## config.mk

```make
export PLATFORM = sky130hd
export DESIGN_NAME = whack_game_ctrl
export DESIGN_NICKNAME = d
export VERILOG_FILES = /design/src/rtl/whack_game_ctrl.sv
export SDC_FILE = /design/constraint.sdc
export NUM_CORES = 1
export LEC_CHECK = 0
export CAP_MARGIN = 20
export CORE_MARGIN = 2
export CORE_UTILIZATION = 45
export DETAILED_ROUTE_END_ITERATION = 10
export GPL_TIMING_DRIVEN = 0
export PLACE_DENSITY = 0.61
export SLEW_MARGIN = 10
export SYNTH_ARGS = -nofsm -noshare
export SYNTH_HDL_FRONTEND = slang
export SYNTH_SLANG_ARGS = --single-unit
```

## constraint.sdc

```tcl
create_clock -name clk -period 2.8 [get_ports clk]
set_input_delay 0.42 -clock clk [delete_from_list [all_inputs] [get_ports clk]]
set_output_delay 0.42 -clock clk [all_outputs]
set_load 0.02 [all_outputs]
```

## src/rtl/whack_game_ctrl.sv

```systemverilog
// Whack-a-mole game sequencer: mole placement, mole/gap timing, hit/miss decoding, BCD score.
// Optional feature macro WHACK_SPEEDUP_EN: each hit shortens the mole time down to a floor.
module whack_game_ctrl #(
    parameter int unsigned MOLE_TIME_CYC = 100000000,
    parameter int unsigned GAP_CYC       = 50000000,
    parameter int unsigned MAX_MISSES    = 3,
    parameter logic [7:0]  LFSR_SEED     = 8'hA5
) (
    input  logic       clk,
    input  logic       rst,
    input  logic       start,
    input  logic [4:0] btn,
    output logic [2:0] mole_position,
    output logic       mole_valid,
    output logic       guess_correct,
    output logic       guess_wrong,
    output logic       game_over,
    output logic [3:0] digit_1,
    output logic [3:0] digit_2,
    output logic [3:0] misses
);

    localparam int unsigned MAX_CYC = (MOLE_TIME_CYC > GAP_CYC) ? MOLE_TIME_CYC : GAP_CYC;
    localparam int unsigned TIMER_W = $clog2(MAX_CYC + 1);
    localparam logic [TIMER_W-1:0] GAP_LOAD = TIMER_W'(GAP_CYC - 1);
    localparam logic [3:0] MAX_M = 4'(MAX_MISSES);

    typedef enum logic [2:0] {IDLE, SPAWN, UP, GAP, OVER} state_t;

    state_t             state;
    logic [TIMER_W-1:0] timer;
    logic [7:0]         lfsr;
    logic [4:0]         btn_q;
    logic               start_q;

    logic [4:0]         btn_edge;
    logic               start_edge;
    logic               lfsr_fb;
    logic [4:0]         target;
    logic               score_max;
    logic [2:0]         cand_mod;
    logic [2:0]         cand;
    logic [3:0]         next_d1;
    logic [3:0]         next_d2;
    logic [TIMER_W-1:0] mole_load;

    assign btn_edge   = btn & ~btn_q;
    assign start_edge = start & ~start_q;
    assign lfsr_fb    = lfsr[7] ^ lfsr[5] ^ lfsr[4] ^ lfsr[3];
    assign target     = 5'd1 << mole_position;
    assign score_max  = (digit_1 == 4'd9) && (digit_2 == 4'd9);

    // Fold the 3-bit LFSR value onto 5 slots and never repeat the previous slot.
    // NOTE: every always_comb output gets a default first so no latch can be inferred.
    always_comb begin
        cand_mod = (lfsr[2:0] >= 3'd5) ? lfsr[2:0] - 3'd5 : lfsr[2:0];
        cand     = cand_mod;
        if (cand_mod == mole_position) begin
            cand = (cand_mod == 3'd4) ? 3'd0 : cand_mod + 3'd1;
        end
    end

    always_comb begin
        next_d1 = digit_1;
        next_d2 = digit_2;
        if (!score_max) begin
            if (digit_2 == 4'd9) begin
                next_d2 = 4'd0;
                next_d1 = digit_1 + 4'd1;
            end else begin
                next_d2 = digit_2 + 4'd1;
            end
        end
    end

`ifdef WHACK_SPEEDUP_EN
    localparam logic [TIMER_W-1:0] MOLE_FULL  = TIMER_W'(MOLE_TIME_CYC);
    localparam logic [TIMER_W-1:0] MOLE_STEP  = TIMER_W'(MOLE_TIME_CYC / 16);
    localparam logic [TIMER_W-1:0] MOLE_FLOOR = TIMER_W'(MOLE_TIME_CYC / 4);

    logic [TIMER_W-1:0] mole_time;

    assign mole_load = mole_time - TIMER_W'(1);

    always_ff @(posedge clk or negedge rst) begin
        if (!rst) begin
            mole_time <= MOLE_FULL;
        end else if (start_edge && (state == IDLE || state == OVER)) begin
            mole_time <= MOLE_FULL;
        end else if (state == UP && (|btn_edge) && btn == target) begin
            mole_time <= (mole_time >= MOLE_FLOOR + MOLE_STEP) ? mole_time - MOLE_STEP : MOLE_FLOOR;
        end
    end
`else
    assign mole_load = TIMER_W'(MOLE_TIME_CYC - 1);
`endif

    // NOTE: sequential state uses non-blocking assignments only, so every register
    // samples the pre-edge values regardless of statement order.
    always_ff @(posedge clk or negedge rst) begin
        if (!rst) begin
            state         <= IDLE;
            timer         <= '0;
            lfsr          <= LFSR_SEED;
            btn_q         <= '0;
            start_q       <= 1'b0;
            mole_position <= 3'd0;
            mole_valid    <= 1'b0;
            guess_correct <= 1'b0;
            guess_wrong   <= 1'b0;
            game_over     <= 1'b0;
            digit_1       <= 4'd0;
            digit_2       <= 4'd0;
            misses        <= 4'd0;
        end else begin
            lfsr          <= {lfsr[6:0], lfsr_fb};
            btn_q         <= btn;
            start_q       <= start;
            guess_correct <= 1'b0;
            guess_wrong   <= 1'b0;

            case (state)
                IDLE: begin
                    mole_valid <= 1'b0;
                    if (start_edge) state <= SPAWN;
                end
                SPAWN: begin
                    mole_position <= cand;
                    timer         <= mole_load;
                    mole_valid    <= 1'b1;
                    state         <= UP;
                end
                UP: begin
                    // A press outranks a simultaneous timeout: exactly one pulse either way.
                    if ((|btn_edge) || timer == '0) begin
                        if ((|btn_edge) && btn == target) begin
                            guess_correct <= 1'b1;
                            digit_1       <= next_d1;
                            digit_2       <= next_d2;
                        end else begin
                            guess_wrong <= 1'b1;
                            if (misses != 4'd15) misses <= misses + 4'd1;
                        end
                        mole_valid <= 1'b0;
                        timer      <= GAP_LOAD;
                        state      <= GAP;
                    end else begin
                        timer <= timer - TIMER_W'(1);
                    end
                end
                GAP: begin
                    if (timer == '0) begin
                        if (misses == MAX_M || score_max) begin
                            game_over <= 1'b1;
                            state     <= OVER;
                        end else begin
                            state <= SPAWN;
                        end
                    end else begin
                        timer <= timer - TIMER_W'(1);
                    end
                end
                OVER: begin
                    mole_valid <= 1'b0;
                    if (start_edge) begin
                        digit_1   <= 4'd0;
                        digit_2   <= 4'd0;
                        misses    <= 4'd0;
                        game_over <= 1'b0;
                        state     <= SPAWN;
                    end
                end
                default: state <= IDLE;
            endcase
        end
    end

endmodule

```

### Yosys cells after proc, flatten, opt, wreduce, memory -nomap -nowiden

Index checks and enable logic that the tools add are counted.

| cells by class | value |
|---|---|
| add/sub/neg operators | 6 |
| $mul | 0 |
| div/mod/pow operators | 0 |
| magnitude comparators | 1 |
| eq/ne operators | 22 |
| shift operators | 1 |
| muxes and demuxes | 38 |
| bitwise gates (word level) | 7 |
| reduce and logical (&&, ||, !) cells | 19 |

Operators with widths:

| kind | number |
|---|---|
| one-hot mux 27 bit (3 select lines) | 1 |
| 2-to-1 mux 27 bit | 2 |
| 2-to-1 mux 4 bit | 12 |
| logical NOT 27 bit | 1 |
| subtractor 27 x 1 -> 27 bit (second input constant) | 1 |
| one-hot mux 4 bit (2 select lines) | 3 |
| 2-to-1 mux 3 bit | 7 |
| != test 2 bit (second input constant) | 10 |
| adder 4 x 1 -> 4 bit (second input constant) | 3 |
| one-hot mux 3 bit (4 select lines) | 1 |
| 2-to-1 mux 1 bit | 10 |
| AND reduction 5 bit | 2 |
| == test 4 bit (second input constant) | 2 |
| == test 3 x 2 -> 1 bit (second input constant) | 2 |
| == test 3 bit (second input constant) | 2 |
| AND reduction 6 bit | 1 |
| nonzero test 3 bit | 2 |
| bitwise AND 5 bit | 1 |
| == test 5 bit | 1 |
| inverter 5 bit | 1 |
| OR reduction 5 bit | 1 |
| left shift 1 x 3 -> 5 bit (first input constant) | 1 |
| == test 4 x 2 -> 1 bit (second input constant) | 1 |
| != test 4 bit (second input constant) | 1 |
| other kinds (19) | 25 |

| storage, ports and cells | value |
|---|---|
| register bits | 63 |
| latch bits | 0 |
| memory bits (writable) | 0 |
| memory bits (read-only) | 0 |
| output and inout port bits | 19 |
| word-level logic and storage cells | 107 |
| memories | 0 |

### Logic depth before layout (Yosys ltp)

Gate-level depths: netlist of run 1.

| depth | value |
|---|---|
| depth after elaboration | 7 |
| depth in mapped cells | 10 |
| depth with buffers taken out | 9 |

### Least setup slack after synthesis of run 1

OpenSTA, ideal clock, no wires.

| timing path | value |
|---|---|
| kind | register to register |
| start point | register timer[5] |
| end point | register timer[7] |
| arrival time | 2,433 ps |
| setup slack | 246 ps |
| stages on the path, launching flop included | 10 |
| clock period less this slack | 2,554 ps |
| cells stage by stage | dfrtp_1 or4_1 buf_2 or3_4 or3_1 buf_6 o21ai_4 inv_4 o21a_1 o22a_1 |

| on the way | value |
|---|---|
| word-level cells in the longest chain between the ends | 4 |
| elaborated cells between the ends (all ways) | 8 |

Ends and longest elaborated chain:

| what | RTL line | text |
|---|---|---|
| start, declared | 31 | `logic [TIMER_W-1:0] timer;` |
| start signal, assigned | 129 | `timer <= mole_load;` |
| start signal, assigned | 148 | `timer <= timer - TIMER_W'(1);` |
| start signal, assigned | 160 | `timer <= timer - TIMER_W'(1);` |
| parallel branches: the longest is 4 deep, another holds subtractor 27 x 1 -> 27 bit | - |  |

Several ways; the timed one is not identified. The select of a mux whose other input is x is not followed.
A chain may end at the register's enable or synchronous reset.

### Worst setup path after layout of run 1

| timing path | value |
|---|---|
| start point | register timer[5] |
| end point | register timer[18] |

Same word-level chain as after synthesis.

==> results of run 1 <==
repair_timing:
action	CTS	global route
pin swaps	1	2
setup buffers	0	12
hold buffers	0	0
resized for setup	3	12
endpoints found under the setup margin	5	23
worst paths after layout:
| path | start | endpoint | slack (ns) | depth (start not counted) |
|---|---|---|---|---|
| worst max-delay path | timer[5]$_DFFE_PN0P_ | timer[18]$_DFFE_PN0P_ | 0.09 | 8 |
| worst min-delay path | rst | btn_q[0]$_DFF_PN0_ | 0.15 | 1 |
| worst max register to register | timer[5]$_DFFE_PN0P_ | timer[18]$_DFFE_PN0P_ | 0.09 | 8 |
| worst min register to register | lfsr[6]$_DFF_PN0_ | lfsr[7]$_DFF_PN1_ | 0.35 | 0 |
| max in group asynchronous | rst | timer[14]$_DFFE_PN0P_ | 2.11 | 1 |
| min in group clk | lfsr[6]$_DFF_PN0_ | lfsr[7]$_DFF_PN1_ | 0.35 | 0 |
critical path: stages, from the launching register on:
cell and delay (ns):
dfrtp_1 0.40, or4_4 0.52, buf_6 0.14, or3_4 0.34, or3_4 0.39, buf_6 0.15, a21oi_2 0.35, a31oi_1 0.08
o22a_1 0.23
cell type report:
type	instances	area (sq um)	area share, %
timing repair buffer	38	348	8.18
clock buffer	12	145	3.41
tap	102	128	3.00
inverter	20	77.6	1.82
multi-input combinational	284	1870	43.9
clock inverter	4	45.0	1.06
sequential	63	1580	37.2
buffer	11	60.1	1.41
kinds of logic after synthesis:
group	after synthesis	synth area share, %
simple gates	162	24.0
compound gates	81	15.6
flops	63	45.0
buf+inv	31	3.70
xor+xnor	21	5.23
fa+ha+maj	11	3.92
mux	9	2.56
routing by layer:
layer	vias to the layer above	wire, um
met2	53	3770
met5	-	0
met1	1412	3840
met3	11	325
met4	0	138
li1	1467	-
flip-flops by register name, indices dropped and copies added (netlist names):
name	count
timer	27
lfsr	8
btn_q	5
digit_1	4
digit_2	4
misses	4
mole_position	3
state	3
game_over	1
guess_correct	1
guess_wrong	1
mole_valid	1
start_q	1
power groups by stage:
stage          sequential, mW  clock (mW)  combinational, mW
2_1_floorplan            1.28           0              0.563
3_3_place_gp             1.25           0              0.900
3_5_place_dp             1.26           0              0.914
4_1_cts                  1.24       0.805              0.922
5_1_grt                  1.28       0.846               1.05
6_report                 1.25       0.783              0.947
cell usage after synthesis, drive strengths merged (6+ instances only):
master / count / share of area [%]
dfrtp: 59 / 42
nand2: 45 / 4.8
nor2: 30 / 3.2
o21ai: 21 / 3.3
inv: 20 / 2.2
xnor2: 18 / 4.5
nand3: 17 / 2.4
a21oi: 15 / 2.2
nor4: 13 / 2.5
ha: 11 / 3.9
mux2i: 9 / 2.6
o21a: 9 / 1.9
or3: 9 / 1.7
nor3: 8 / 1.1
clkbuf: 7 / 0.75
o211ai: 7 / 1.5
or4: 7 / 1.5
and2: 6 / 1.1
==> impl_metrics.yaml, run 1 <==
detailed_routing:
  vias: 2943
  drc: 0
  first_pass_iters: 4
  drt-total-wl_mm: 8.08
  ant_nets: 0
  routedWlPerCell_um: 15.1
  drt-initial-drc-count: 122
  vias_per_cell: 5.51
final_layout:
  layout_commonest_cell: "dfrtp_1"
  syn2layout_area_growth_pct: 21.0
  fill_cells: 712
  final_cell_mix: "dfrtp_1 (59), nand2_1 (45), nor2_1 (30)"
  fin_nets: 446
  fin_util_pct: 55.6
  drive_above_1_share_pct: 12.5
  fin_cells: 534
  antenna_cells: 0
  final_cell_area_sq_um: 4250
clock_tree:
  cts_buffers: 9
  h-tree-depth: 3
  cts_tree: "yes"
  cts_root_buffer: "clkbuf_8"
  clock_latency_ns: 0.35
  clk_path_buf_depth: 2
  clock-sinks: 63
  clk_pin_slew_ns: 0.07
worst_setup_path:
  arrival_ns: 2.93
  worstSetupEndpointType: "register"
  cp-start-kind: "register"
  crit_fanout: 8
  critical_path_class: "register to register"
  worst_ep_required_time_ns: 3.02
power:
  power_frac_comb_pct: 31.8
  p_total_mw: 2.98
  p_sw_mw: 1.06
  p_clk_share_pct: 26.3
  internal-power_mw: 1.92
  peakVddDrop_v: 0.000330
  switching_share_pct: 35.7
  p_per_area_nw_per_um2: 701
  seqPwrFrac_pct: 42.0
  power.leakage_nw: 1.72
sta:
  relSlewSlack_pct: 47.2
  hold_ws_ns: 0.149
  setup_ws_ns: 0.0877
  hold_viol_final: 0
  worst_pin_slew_ns: 0.792
  drv_slew: 0
  fin_setup_tns_ns: 0
  post-route-min-period_ns: 2.71
  min_period_over_period_pct: 96.9
  fin_skew_ns: 0.0126
  setup_viol: 0
  max_freq_mhz: 369
  rsz0062_at_grt: "false"
logic_synthesis:
  ys_seq_area_share_pct: 45.0
  synth_seq_cells: 63
  synth_fp_nets: 397
  syn_inst: 378
  avgSynthCellArea_sq_um: 9.30
  ys.flop_type: "dfrtp_1"
  yosys_warnings: 0
  syn-cell-area_sq_um: 3510
  ys_types: 57
  synth_edf_count: 0
  async_flop_share_pct: 100
global_routing:
  gr-usage-all-layers_pct: 20.3
  grt_pass1_wl_mm: 13.6
  grt_use_met2_pct: 32.7
  grt_pass1_vias: 2839
  overflow: 0
  grtUsageMet1_pct: 26.8
  grt-busiest-layer: "met2"
  grt_max_degree: 64
  met3_usage_pct: 4.15
  antenna_found_initial: 0
floorplan:
  die_area_sq_um: 8530
  dieWidth_um: 92.4
  ios: 27
  design.core.area_sq_um: 7650
  start_util_pct: 46.0
  num_rows: 32
  die_h_um: 92.4
placed_design:
  portBuffers: 26
  hpwl_mm: 5.63
  dpl_worst_slack_ns: -0.0811
  dp_cells: 506
  globalplace.congestion: 0.865
  dpl-instance-area_sq_um: 3900
run_status:
  status: "finished, final reports clean"
hold_path:
  min_path_type: "input pin to async pin"
run:
  max_cap_viol_count: 0
Power figures use the tool's default switching activity.
==> inputs of run 2 (changes only) <==
CAP_MARGIN = default   (was 20)
CORE_MARGIN = 4   (was 2)
SETUP_SLACK_MARGIN = 0.05   (was default)
==> run 2 against run 1 <==
Compared with the run above:
- worst setup slack better by 0.031 ns
- routed wire length is 0.20% lower
- highest routed layer unchanged
- critical endpoint unchanged
- power rose by 7.1%
- flip-flop and latch count unchanged
- global-route usage down 1.3 points
- largest cell class unchanged
==> impl_metrics.yaml, run 2 (synthesis gave the netlist of run 1 again) <==
worst_setup_path:
  worst_ep_required_time_ns: 3.03
  arrival_ns: 2.91
  cp-start-kind: "register"
  max_stage_delay_ns: 0.53
  cp_top_family: "simple AND/OR/NAND/NOR gates"
  reg2reg_from: "timer[6]$_DFFE_PN0P_"
  rrSetupSlack_ns: 0.12
  crit_buf_inv: 3
  r2r_cells: 9
  critical_path_class: "register to register"
  crit_fanout: 8
  cp.depth: 9
  worstSetupEndpointType: "register"
  crit_start: "timer[6]$_DFFE_PN0P_"
  cp_slowest_cell: "or4_4"
  reg2reg_to: "timer[18]$_DFFE_PN0P_"
  worst_path_most_repeated_cell: "buf_6"
  crit_chain: "or4_4 -> buf_6 -> or3_4 -> or3_1 -> buf_6 -> o21ai_4 -> buf_12 -> a21oi_1 -> o22a_1"
  crit_end: "timer[18]$_DFFE_PN0P_"
global_routing:
  antenna_found_initial: 0
  gr-usage-all-layers_pct: 19.0
  overflow: 0
  grt_pass1_vias: 2760
  grt_pass1_wl_mm: 13.6
  grt_max_degree: 37
clock_tree:
  cts_tree: "yes"
  cts_buffers: 9
  cts_root_buffer: "clkbuf_8"
  h-tree-depth: 3
  clock_latency_ns: 0.34
  clock-sinks: 63
  clk_path_buf_depth: 2
  clk_pin_slew_ns: 0.07
sta:
  min_period_over_period_pct: 95.8
  hold_viol_final: 0
  relSlewSlack_pct: 56.9
  drv_slew: 0
  fin_skew_ns: 0.00623
  max_freq_mhz: 373
  worst_pin_slew_ns: 0.645
  setup_viol: 0
  rsz0062_at_grt: "false"
  post-route-min-period_ns: 2.68
final_layout:
  final_cell_area_sq_um: 4300
  multi_input_area_sq_um: 1860
  drive_above_1_share_pct: 11.9
  fill_cells: 661
  fin_util_pct: 58.0
  largest_reg_flops: 27
  fin_cells: 528
  largestRegisters: "timer: 27 flops, lfsr: 8 flops, btn_q: 5 flops"
  top_register: "timer"
  fin_nets: 443
  antenna_cells: 0
  syn2layout_area_growth_pct: 22.3
  layout_commonest_cell: "dfrtp_1"
  regArea_sq_um: 1580
  final_cell_mix: "dfrtp_1 (59), nand2_1 (45), nor2_1 (29)"
power:
  p_per_area_nw_per_um2: 743
  p_sw_mw: 1.10
  power.leakage_nw: 1.72
  seqPwrFrac_pct: 39.1
  peakVddDrop_v: 0.000383
  switching_share_pct: 34.5
  internal-power_mw: 2.09
  p_clk_share_pct: 30.5
  power_frac_comb_pct: 30.4
detailed_routing:
  drt-initial-drc-count: 141
  drt-met1-wl_mm: 3.98
  routedWlPerCell_um: 15.3
  first_pass_iters: 4
  wl_met3_um: 277
  vias: 2956
  drt-total-wl_mm: 8.06
  vias_per_cell: 5.60
  highest_layer: "met4"
  ant_nets: 0
  dr_wl_met2_mm: 3.70
  drc: 0
floorplan:
  die_h_um: 96.4
  start_util_pct: 47.4
  dieWidth_um: 96.4
  design.core.area_sq_um: 7410
  ios: 27
  num_rows: 31
  die_area_sq_um: 9290
placed_design:
  hpwl_mm: 5.87
  dpl-instance-area_sq_um: 3920
  portBuffers: 26
  dp_cells: 504
  globalplace.congestion: 0.842
run:
  max_cap_viol_count: 0
run_status:
  status: "finished, final reports clean"
hold_path:
  min_path_type: "register to register"
==> run 2: power by group through the flow <==
stage,logic (mW),clock network (mW),registers [mW]
5_1_grt,1.07,1.04,1.28
6_report,0.971,0.974,1.25
2_1_floorplan,0.563,0,1.28
3_5_place_dp,0.923,0,1.26
4_1_cts,0.945,0.997,1.25
3_3_place_gp,0.903,0,1.25
==> run 2: metal layers <==
layer,vias up,track usage [%]
li1,1463,-
met1,1443,26.7
met2,42,29.4
met3,8,3.64
met4,0,6.19
met5,-,0
==> run 2: stage by stage <==
| step | total power [mW] | setup TNS (ns) | hold slack, ns | setup slack (ns) |
|---|---|---|---|---|
| 2_1_floorplan | 1.85 | 0 | 0.124 | 0.246 |
| 3_3_place_gp | 2.16 | -49.88 | 0.338 | -0.842 |
| 3_5_place_dp | 2.18 | -0.102 | 0.340 | -0.0386 |
| 4_1_cts | 3.19 | 0 | 0.366 | 0.0753 |
| 5_1_grt | 3.38 | 0 | 0.380 | 0.0354 |
| 6_report | 3.19 | 0 | 0.362 | 0.118 |
==> run 2: area by class of cell <==
class                      count  share of cell area, %
timing repair buffer          35                   8.21
tap                           99                   2.88
clock inverter                 7                   2.79
clock buffer                   9                   2.88
inverter                      20                   1.80
sequential                    63                   36.8
buffer                        11                   1.46
multi-input combinational    284                   43.2
==> run 2: how the worst min path moves through the flow <==
stage | cells past startpoint | start | end | slack (ns)
finish | 0 | lfsr[6]$_DFF_PN0_ | lfsr[7]$_DFF_PN1_ | 0.36
detailed placement | 0 | lfsr[6]$_DFF_PN0_ | lfsr[7]$_DFF_PN1_ | 0.34
CTS | 0 | lfsr[6]$_DFF_PN0_ | lfsr[7]$_DFF_PN1_ | 0.37
floorplan | 0 | rst | btn_q[0]$_DFF_PN0_ | 0.12
global route | 0 | lfsr[6]$_DFF_PN0_ | lfsr[7]$_DFF_PN1_ | 0.38
global placement | 0 | lfsr[6]$_DFF_PN0_ | lfsr[7]$_DFF_PN1_ | 0.34
==> run 2: repair_timing <==
action | CTS | global route
pin swaps | 1 | 2
resized for setup | 4 | 13
endpoints found under the setup margin | 16 | 22
endpoints found under the hold margin | 2 | 0
setup buffers | 2 | 5
hold buffers | 1 | 0
